<file path="config.mk">
export PLATFORM = sky130hd
export DESIGN_NAME = data_mem_ctrl
export DESIGN_NICKNAME = d
export VERILOG_FILES = /design/src/rtl/data_mem_ctrl_pkg.sv /design/src/rtl/data_mem_ctrl_mem_access_decode.sv /design/src/rtl/data_mem_ctrl.sv
export SDC_FILE = /design/constraint.sdc
export NUM_CORES = 1
export LEC_CHECK = 0
export CAP_MARGIN = 20
export CORE_AREA = 2 2 106 108
export DETAILED_ROUTE_END_ITERATION = 10
export DIE_AREA = 0 0 108 110
export PLACE_DENSITY = 0.84
export SYNTH_ARGS = -nofsm -noshare
export SYNTH_HDL_FRONTEND = slang
export SYNTH_SLANG_ARGS = --single-unit
</file>
<file path="constraint.sdc">
create_clock -name clk_in -period 7.7 [get_ports clk_in]
set_input_delay 1.54 -clock clk_in [delete_from_list [all_inputs] [get_ports clk_in]]
set_output_delay 1.54 -clock clk_in [all_outputs]
set_load 0.005 [all_outputs]
</file>
<file path="src/rtl/data_mem_ctrl_pkg.sv">
// Shared op codes, mux-select codes, lane masks and state encoding for the
// memory-stage data memory controller.
package data_mem_ctrl_pkg;

   localparam logic [3:0] OP_LDR   = 4'd0;
   localparam logic [3:0] OP_LDRH  = 4'd1;
   localparam logic [3:0] OP_LDRSH = 4'd2;
   localparam logic [3:0] OP_LDRB  = 4'd3;
   localparam logic [3:0] OP_LDRSB = 4'd4;
   localparam logic [3:0] OP_STR   = 4'd5;
   localparam logic [3:0] OP_STRH  = 4'd6;
   localparam logic [3:0] OP_STRB  = 4'd7;
   localparam logic [3:0] OP_SWP   = 4'd8;
   localparam logic [3:0] OP_SWPB  = 4'd9;

   localparam logic [2:0] SEL_WORD  = 3'd0;
   localparam logic [2:0] SEL_ZHALF = 3'd1;
   localparam logic [2:0] SEL_SHALF = 3'd2;
   localparam logic [2:0] SEL_ZBYTE = 3'd3;
   localparam logic [2:0] SEL_SBYTE = 3'd4;

   localparam logic [3:0] WE_NONE = 4'b0000;
   localparam logic [3:0] WE_WORD = 4'b1111;
   localparam logic [3:0] WE_HALF = 4'b0011;
   localparam logic [3:0] WE_BYTE = 4'b0001;

   typedef enum logic [2:0] {
      ST_IDLE   = 3'd0,
      ST_ACCESS = 3'd1,
      ST_LD_CAP = 3'd2,
      ST_SWP_WR = 3'd3,
      ST_ABORT  = 3'd4
   } state_t;

endpackage

</file>
<file path="src/rtl/data_mem_ctrl_mem_access_decode.sv">
// Combinational decode of a memory-stage op and the low address bits into the
// write-lane mask, load/store mux selects, op class and misalignment flag.
module mem_access_decode
   import data_mem_ctrl_pkg::*;
(
   input  logic [3:0] op,
   input  logic [1:0] addr_lo,
   output logic [3:0] we_mask,
   output logic [2:0] load_sel,
   output logic [2:0] str_sel,
   output logic       is_load,
   output logic       is_store,
   output logic       is_swap,
   output logic       misalign
);

   logic word_mis_s;
   logic half_mis_s;

   assign word_mis_s = (addr_lo != 2'b00);
   assign half_mis_s = addr_lo[0];

   // Op decode; for swaps we_mask/str_sel describe the write-back half of the pair.
   always_comb begin
      we_mask  = WE_NONE;
      load_sel = SEL_WORD;
      str_sel  = SEL_WORD;
      is_load  = 1'b0;
      is_store = 1'b0;
      is_swap  = 1'b0;
      misalign = 1'b0;
      case (op)
         OP_LDR:   begin is_load = 1'b1; misalign = word_mis_s; end
         OP_LDRH:  begin is_load = 1'b1; load_sel = SEL_ZHALF; misalign = half_mis_s; end
         OP_LDRSH: begin is_load = 1'b1; load_sel = SEL_SHALF; misalign = half_mis_s; end
         OP_LDRB:  begin is_load = 1'b1; load_sel = SEL_ZBYTE; end
         OP_LDRSB: begin is_load = 1'b1; load_sel = SEL_SBYTE; end
         OP_STR:   begin is_store = 1'b1; we_mask = WE_WORD; misalign = word_mis_s; end
         OP_STRH:  begin is_store = 1'b1; we_mask = WE_HALF; str_sel = SEL_ZHALF; misalign = half_mis_s; end
         OP_STRB:  begin is_store = 1'b1; we_mask = WE_BYTE; str_sel = SEL_ZBYTE; end
         OP_SWP:   begin is_swap = 1'b1; we_mask = WE_WORD; misalign = word_mis_s; end
         OP_SWPB:  begin is_swap = 1'b1; we_mask = WE_BYTE; load_sel = SEL_ZBYTE; str_sel = SEL_ZBYTE; end
         default:  begin is_load = 1'b0; end
      endcase
   end

endmodule

</file>
<file path="src/rtl/data_mem_ctrl.sv">
// Memory-stage sequencer in front of data_memory: one request in flight, alignment
// checking, atomic read-then-write swaps, tagged read responses and pipeline stall.
module data_mem_ctrl
   import data_mem_ctrl_pkg::*;
#(
   parameter int TAG_W = 4
) (
   input  logic             clk_in,
   input  logic             reset_in,
   input  logic             req_valid_in,
   output logic             req_ready_out,
   input  logic [3:0]       req_op_in,
   input  logic [31:0]      req_addr_in,
   input  logic [31:0]      req_wdata_in,
   input  logic [TAG_W-1:0] req_tag_in,
   output logic [31:0]      mem_addr_out,
   output logic [3:0]       mem_we_out,
   output logic [31:0]      mem_wd_out,
   output logic             mem_swp_ctrl_out,
   output logic [2:0]       mem_load_sel_out,
   output logic [2:0]       mem_str_sel_out,
   input  logic [31:0]      mem_rd_in,
   output logic             rsp_valid_out,
   output logic [31:0]      rsp_rdata_out,
   output logic [TAG_W-1:0] rsp_tag_out,
   output logic             st_done_out,
   output logic             abort_out,
   output logic             stall_out
);

   state_t           state_r;
   logic [31:0]      addr_r;
   logic [31:0]      wdata_r;
   logic [31:0]      rdata_r;
   logic [TAG_W-1:0] tag_r;
   logic [3:0]       we_r;
   logic [2:0]       load_sel_r;
   logic [2:0]       str_sel_r;
   logic             is_store_r;
   logic             is_swap_r;
   logic             swp_word_r;
   logic             rsp_valid_r;
   logic             st_done_r;
   logic             abort_r;

   logic [3:0]       dec_we_s;
   logic [2:0]       dec_load_sel_s;
   logic [2:0]       dec_str_sel_s;
   logic             dec_is_load_s;
   logic             dec_is_store_s;
   logic             dec_is_swap_s;
   logic             dec_misalign_s;
   logic             accept_s;
   logic             reject_s;

   mem_access_decode u_decode (
      .op       (req_op_in),
      .addr_lo  (req_addr_in[1:0]),
      .we_mask  (dec_we_s),
      .load_sel (dec_load_sel_s),
      .str_sel  (dec_str_sel_s),
      .is_load  (dec_is_load_s),
      .is_store (dec_is_store_s),
      .is_swap  (dec_is_swap_s),
      .misalign (dec_misalign_s)
   );

   assign accept_s = req_valid_in && (state_r == ST_IDLE);
   assign reject_s = dec_misalign_s || !(dec_is_load_s || dec_is_store_s || dec_is_swap_s);

   // Request sequencing, operand latches and the three completion pulses.
   always_ff @(posedge clk_in or posedge reset_in) begin
      if (reset_in) begin
         state_r     <= ST_IDLE;
         addr_r      <= 32'd0;
         wdata_r     <= 32'd0;
         rdata_r     <= 32'd0;
         tag_r       <= '0;
         we_r        <= 4'd0;
         load_sel_r  <= 3'd0;
         str_sel_r   <= 3'd0;
         is_store_r  <= 1'b0;
         is_swap_r   <= 1'b0;
         swp_word_r  <= 1'b0;
         rsp_valid_r <= 1'b0;
         st_done_r   <= 1'b0;
         abort_r     <= 1'b0;
      end else begin
         rsp_valid_r <= 1'b0;
         st_done_r   <= 1'b0;
         abort_r     <= 1'b0;
         case (state_r)
            ST_IDLE: begin
               if (accept_s) begin
                  addr_r     <= req_addr_in;
                  wdata_r    <= req_wdata_in;
                  tag_r      <= req_tag_in;
                  we_r       <= dec_we_s;
                  load_sel_r <= dec_load_sel_s;
                  str_sel_r  <= dec_str_sel_s;
                  is_store_r <= dec_is_store_s;
                  is_swap_r  <= dec_is_swap_s;
                  swp_word_r <= (req_op_in == OP_SWP);
                  if (reject_s) begin
                     state_r <= ST_ABORT;
                     abort_r <= 1'b1;
                  end else begin
                     state_r <= ST_ACCESS;
                  end
               end else begin
                  state_r <= ST_IDLE;
               end
            end
            ST_ACCESS: begin
               if (is_store_r) begin
                  state_r   <= ST_IDLE;
                  st_done_r <= 1'b1;
               end else begin
                  state_r <= ST_LD_CAP;
               end
            end
            ST_LD_CAP: begin
               rdata_r <= mem_rd_in;
               if (is_swap_r) begin
                  state_r <= ST_SWP_WR;
               end else begin
                  state_r     <= ST_IDLE;
                  rsp_valid_r <= 1'b1;
               end
            end
            ST_SWP_WR: begin
               state_r     <= ST_IDLE;
               rsp_valid_r <= 1'b1;
            end
            ST_ABORT: begin
               state_r <= ST_IDLE;
            end
            default: begin
               state_r <= ST_IDLE;
            end
         endcase
      end
   end

   // Lanes open only in a store's access cycle or a swap's write-back cycle, so a
   // reset that forces IDLE also closes them immediately.
   always_comb begin
      if (((state_r == ST_ACCESS) && is_store_r) || (state_r == ST_SWP_WR)) begin
         mem_we_out = we_r;
      end else begin
         mem_we_out = WE_NONE;
      end
      if (state_r == ST_SWP_WR) begin
         mem_swp_ctrl_out = swp_word_r;
      end else begin
         mem_swp_ctrl_out = 1'b0;
      end
   end

   assign req_ready_out    = (state_r == ST_IDLE);
   assign stall_out        = (state_r != ST_IDLE);
   assign mem_addr_out     = addr_r;
   assign mem_wd_out       = wdata_r;
   assign mem_load_sel_out = load_sel_r;
   assign mem_str_sel_out  = str_sel_r;
   assign rsp_valid_out    = rsp_valid_r;
   assign rsp_rdata_out    = rdata_r;
   assign rsp_tag_out      = tag_r;
   assign st_done_out      = st_done_r;
   assign abort_out        = abort_r;

endmodule

</file>
==> results of run 1 <==
flip-flops by register name, indices dropped and copies added (netlist names):
signal	flops
mem_addr_out	32
mem_wd_out	32
rsp_rdata_out	32
rsp_tag_out	4
mem_load_sel_out	3
state_r	3
we_r	3
mem_str_sel_out	2
abort_out	1
is_store_r	1
is_swap_r	1
rsp_valid_out	1
st_done_out	1
swp_word_r	1
routing by layer:
layer,wire [um],vias to the layer above
met5,0,-
met4,160,0
met3,985,13
met2,5969,147
met1,4917,1887
li1,-,1869
per-stage QoR:
step / total power, W / hold WS, ns / area (um2)
final: 0.002549 / 0.4731 / 7525
after global routing: 0.002691 / 0.4913 / 7525
after CTS: 0.002580 / 0.4758 / 7497
after detailed placement: 0.001780 / 0.4615 / 6890
after global placement: 0.001746 / 0.4569 / 6890
after floorplan: 0.001228 / 0.4418 / 4628
where the power goes:
group | switching [W] | internal [W]
Clock | 0.000268 | 0.000517
Sequential | 0.000120 | 0.000829
Combinational | 0.000291 | 0.000523
logic make-up (layout without fill, tap and decap cells):
kind of cell	count (synthesis)	after routing	synth area share, %
AO/OA/AOI/OAI	22	22	3.379
XOR/XNOR	1	1	0.1893
buffers and inverters	32	261	3.757
flip-flops	117	117	63.26
multiplexers	33	33	8.029
other	1	1	0.08103
AND/OR/NAND/NOR	245	245	21.30
Yosys cell counts, drive strengths merged:
library cell,number,area [um2]
o31ai,3,22.52
xor2,1,8.760
a221oi,1,15.01
nor2,9,33.78
inv,4,15.01
and3b,1,8.760
nand2b,4,25.02
nor2b,2,12.51
dfrtp,117,2928
nand4,1,6.260
or4b,1,13.76
nor3,1,5.000
buf,19,125.1
a21o,1,7.510
clkbuf,9,33.78
o21ai,6,30.03
nor4b,1,8.760
o21a,1,7.510
a31oi,2,12.51
conb,1,3.750
a32o,1,10.01
nor4bb,1,10.01
and2,3,18.77
or3,1,6.260
nor3b,3,22.52
a41oi,1,8.760
a211oi,1,12.51
nand2,217,814.5
a22oi,2,15.01
mux2,33,371.6
a21oi,3,15.01
path summary, 6_finish.rpt:
check	startpoint	end	slack, ns	cells after the start
min in group asynchronous	reset_in	rsp_rdata_out[24]	1.42	2
max in group asynchronous	reset_in	mem_str_sel_out[0]	5.35	4
worst max-delay path	state_r[1]	mem_we_out[2]	4.11	4
worst min-delay path	mem_addr_out[10]	mem_addr_out[10]	0.47	2
worst max register to register	state_r[2]	rsp_rdata_out[31]	5.51	4
worst min register to register	mem_addr_out[10]	mem_addr_out[10]	0.47	2
worst max-delay path: stages (launching register included):
cell,delay (ns)
dfrtp_1,0.48
nor2_1,0.10
nor3b_1,0.25
and2_1,0.22
clkdlybuf4s50_1,0.52
area by class of cell:
type                    count  area [um2]
clock buffers              20       455.4
clock inverters            12       151.4
fillers                   793        3173
inverters                   4       17.52
multi-input cells         302        1535
flip-flops and latches    117        2928
well taps                 140       175.2
repair buffers            225        2262
==> impl_metrics.tcl, run 1 <==
set metrics [dict create \
    synthCells 451 \
    slew_headroom_pct 37.54 \
    worst_endpoint_required_time_ns 6.16 \
    netlist-cell-type-count 33 \
    dp_slack_ns 4.314 \
    syn_area_per_cell_um2 10.26 \
    clk_latency_ns 0.50 \
    status "completed" \
    clock_tree_skew_after_final_layout_ns 0.006454 \
    critPathLaunchType "register" \
    grt_most_used_layer "met2" \
    use_met2_pct 34.37 \
    areaGrowthSynthToFinish_pct 62.58 \
    clock_tree_from_tritoncts "yes" \
    final_period_minus_worst_setup_slack_ns 3.593 \
    number_of_antenna_cells_inserted 0 \
    antenna_found_initial 0 \
    final_critical_path_setup_slack_ns 4.107 \
    dieWidth_um 108 \
    clock_tree.htree_level_count 4 \
    vias_per_cell 4.776 \
    row_count 38 \
    synthesis.nets 558 \
    ios 223 \
    powerDensity_nw_per_um2 338.7 \
    total_of_max_cap_violations 0 \
    grt_usage_pct 20.51 \
    global_route_total_overflow 0 \
    setup.worst_path.class "register to primary output" \
    detailedRoute.firstPassIterationCount 4 \
    synthesis.area_um2 4628 \
    placement.io_buffers 221 \
    numCtsBuffers 17 \
    crit_arrival_ns 2.05 \
    crit_fanout 7 \
    met3_usage_pct 7.231 \
    hold_path.class "register to register" \
    totalNegativeSetupSlack_ns 0 \
    postLayoutCoreUtil_pct 70.34 \
    detail_route.wl_per_cell_um 14.67 \
    slew_violations 0 \
    timing.final.crit_share_pct 46.66 \
    commonest_non_fill_non_tap_cell_in_the_layout "clkdlybuf4s50_1" \
    synth.ff_latch_count 117 \
    fp.dieArea_um2 11880 \
    setup_viol 0 \
    end_kind "primary output" \
    detail_route.iter0.violations 180 \
    pin_count_of_the_biggest_net_entering_global_routing 88 \
    cts.repair_timing.setup_buffer_count 0 \
    peakVddDrop_v 0.0001716 \
    drtAntennaViolNets 0 \
    grt_pass1_wl_um 18770 \
    synth.yosys.seq_area_share_pct 63.26 \
    grt_pass1_vias 3889 \
    max_freq_mhz 278.3 \
    ys.warnings.count 0 \
    ctsResizeCount 0 \
    tightest_slew_ns 0.9368 \
    cts.sinks 117 \
    fraction_of_layout_cells_with_a_size_suffix_above_1_pct 11.03 \
    net_total_in_the_final_layout 774 \
    drt_wl_total_um 12030 \
    grt_setup_unrepaired "no" \
    design.core.area_um2 10700 \
    clk_pin_slew_worst_paths_ns 0.05 \
    gr-usage-met1_pct 24.64 \
    cts.path.max_buffers 2 \
    place_congestion 0.7329 \
    top_library_cells_by_usage_in_the_layout_fill_and_taps_aside "221 x clkdlybuf4s50_1, 217 x nand2_1, 117 x dfrtp_1" \
    p_leak_nw 3.479 \
    placedCellCount 787 \
    final_hold_vios 0 \
    post-route-drc-count 0 \
    root_driver "clkbuf_8" \
    floorplan.die.height_um 110 \
    final_instance_count_without_filler_cells 820 \
    via_count 3916 \
    post-dp-hpwl_um 8517 \
    start_util_pct 43.26 \
    cts-hold-fix-buffers 0 \
]
(Power assumes the default switching activity.)
==> inputs of run 2 (changes only) <==
CORE_AREA = 2 2 115 117   (was 2 2 106 108)
DIE_AREA = 0 0 117 119   (was 0 0 108 110)
PLACE_DENSITY = 0.76   (was 0.84)
clock period = 3.23 ns   (was 7.7 ns; I/O delays follow)
==> run 2 against run 1 <==
Worst hold slack worse by 0.0021 ns. Sequential share of layout area is 0.30 points lower. Clock power is 140% higher. Core utilization is 11 points lower. Sequential power is 140% higher. Critical path depth stayed put. Count of clock-buffer cells in the layout is 2 higher. Non-clock buffer count stayed put. Critical path type unchanged. Critical endpoint unchanged. Largest power group unchanged.
==> impl_metrics.tcl, run 2 (synthesis gave the netlist of run 1 again) <==
set metrics [dict create \
    numCtsBuffers 17 \
    max_freq_mhz 375.3 \
    critPathLaunchType "register" \
    worstReg2RegStart "state_r[2]" \
    post-route-drc-count 0 \
    p_leak_nw 3.490 \
    detail_route.iter0.violations 193 \
    cts.path.max_buffers 2 \
    post-dp-hpwl_um 8815 \
    top_library_cells_by_usage_in_the_layout_fill_and_taps_aside "221 x clkdlybuf4s50_1, 217 x nand2_1, 117 x dfrtp_1" \
    cts.repair_timing.setup_buffer_count 0 \
    antenna_found_initial 0 \
    net_total_in_the_final_layout 774 \
    ios 223 \
    root_driver "clkbuf_16" \
    place_congestion 0.7763 \
    grt_pass1_vias 3899 \
    via_count 3859 \
    detailedRoute.firstPassIterationCount 4 \
    regToRegEndpoint "mem_load_sel_out[0]" \
    timing.final.crit_share_pct 82.50 \
    fraction_of_layout_cells_with_a_size_suffix_above_1_pct 10.60 \
    final_critical_path_setup_slack_ns 0.5654 \
    number_of_antenna_cells_inserted 0 \
    status "completed" \
    postLayoutCellArea_um2 7582 \
    worst-r2r-setup-slack_ns 1.26 \
    worst_r2r_path_depth 3 \
    design.core.area_um2 12870 \
    dp_slack_ns 0.7264 \
    cts.sinks 117 \
    cts-hold-fix-buffers 0 \
    placedCellCount 824 \
    clock_tree.htree_level_count 4 \
    powerDensity_nw_per_um2 802.8 \
    floorplan.die.height_um 119 \
    post_dp_cell_area_um2 6982 \
    total_of_max_cap_violations 0 \
    crit_arrival_ns 2.02 \
    areaGrowthSynthToFinish_pct 63.83 \
    num-fill-cells 1093 \
    final_instance_count_without_filler_cells 855 \
    row_count 42 \
    final_hold_vios 0 \
    totalNegativeSetupSlack_ns 0 \
    global_route_total_overflow 0 \
    clk_pin_slew_worst_paths_ns 0.05 \
    placement.io_buffers 221 \
    min_path_cells 2 \
    drt_wl_total_um 12180 \
    clock_tree_skew_after_final_layout_ns 0.01015 \
    tightest_slew_ns 0.9275 \
    slew_headroom_pct 38.17 \
    end_kind "primary output" \
    detail_route.wl_per_cell_um 14.25 \
    worstHoldStart "we_r[1]" \
    crit_fanout 7 \
    ctsResizeCount 0 \
    pin_count_of_the_biggest_net_entering_global_routing 88 \
    setup_viol 0 \
    worst_endpoint_required_time_ns 2.58 \
    clock_tree_from_tritoncts "yes" \
    setup.worst_path.class "register to primary output" \
    drtAntennaViolNets 0 \
    commonest_non_fill_non_tap_cell_in_the_layout "clkdlybuf4s50_1" \
    final_period_minus_worst_setup_slack_ns 2.665 \
    dieWidth_um 117 \
    grt_pass1_wl_um 19570 \
    hold_path.class "register to register" \
    min_to "we_r[1]" \
    clk_latency_ns 0.40 \
    peakVddDrop_v 0.0003292 \
    grt_usage_pct 18.13 \
    fp.dieArea_um2 13920 \
    vias_per_cell 4.513 \
    postLayoutCoreUtil_pct 58.89 \
    grt_setup_unrepaired "no" \
    start_util_pct 35.95 \
    slew_violations 0 \
]
==> run 2: changes by cell type in the layout (fill, tap and decap cells not counted), sizes merged <==
cell	change
clkinvlp	-3
clkbuf	+2
clkinv	+2
inv	-2
==> run 2: worst max-delay path, cell delays in order, from the launching register on <==
cell and delay (ns):
dfrtp_1 0.47, nor2_1 0.11, nor3b_1 0.28, and2_1 0.24
clkdlybuf4s50_1 0.52
==> run 2: worst max-delay path by stage <==
stage / startpoint / to / cells after the start
2_1_floorplan: reset_in / abort_out / 1
3_3_place_gp: req_valid_in / mem_str_sel_out[0] / 4
3_5_place_dp: req_valid_in / mem_load_sel_out[0] / 4
4_1_cts: state_r[1] / mem_we_out[2] / 4
5_1_grt: state_r[1] / mem_we_out[2] / 4
6_report: state_r[1] / mem_we_out[2] / 4
==> run 2: routing by layer <==
| metal | up-vias | track usage [%] | routed length (um) |
|---|---|---|---|
| li1 | 1862 | - | - |
| met1 | 1840 | 21.79 | 4919 |
| met2 | 146 | 30.67 | 6157 |
| met3 | 11 | 5.802 | 984 |
| met4 | 0 | 5.735 | 123 |
| met5 | - | 0 | 0 |
==> run 2: stage by stage <==
step / hold slack, ns / total power (W)
2_1_floorplan: 0.4418 / 0.002929
3_3_place_gp: 0.4572 / 0.004171
3_5_place_dp: 0.4594 / 0.004260
4_1_cts: 0.4754 / 0.006189
5_1_grt: 0.4929 / 0.006451
6_report: 0.4710 / 0.006087
==> run 2: power by group <==
group | internal (W) | total [W] | switching (W) | leakage (nW)
clock network | 0.00126 | 0.00189 | 0.000624 | 0.296
logic | 0.00125 | 0.00194 | 0.000692 | 1.75
registers | 0.00198 | 0.00225 | 0.000277 | 1.45
==> run 2: layout make-up <==
type | count | area, um2 | share of cell area (%)
sequential | 117 | 2928 | 38.61
multi-input combinational | 302 | 1535 | 20.25
timing repair buffer | 225 | 2280 | 30.07
tap | 176 | 220.2 | 2.904
clock buffer | 22 | 474.2 | 6.254
clock inverter | 9 | 126.4 | 1.667
inverter | 4 | 18.77 | 0.2475
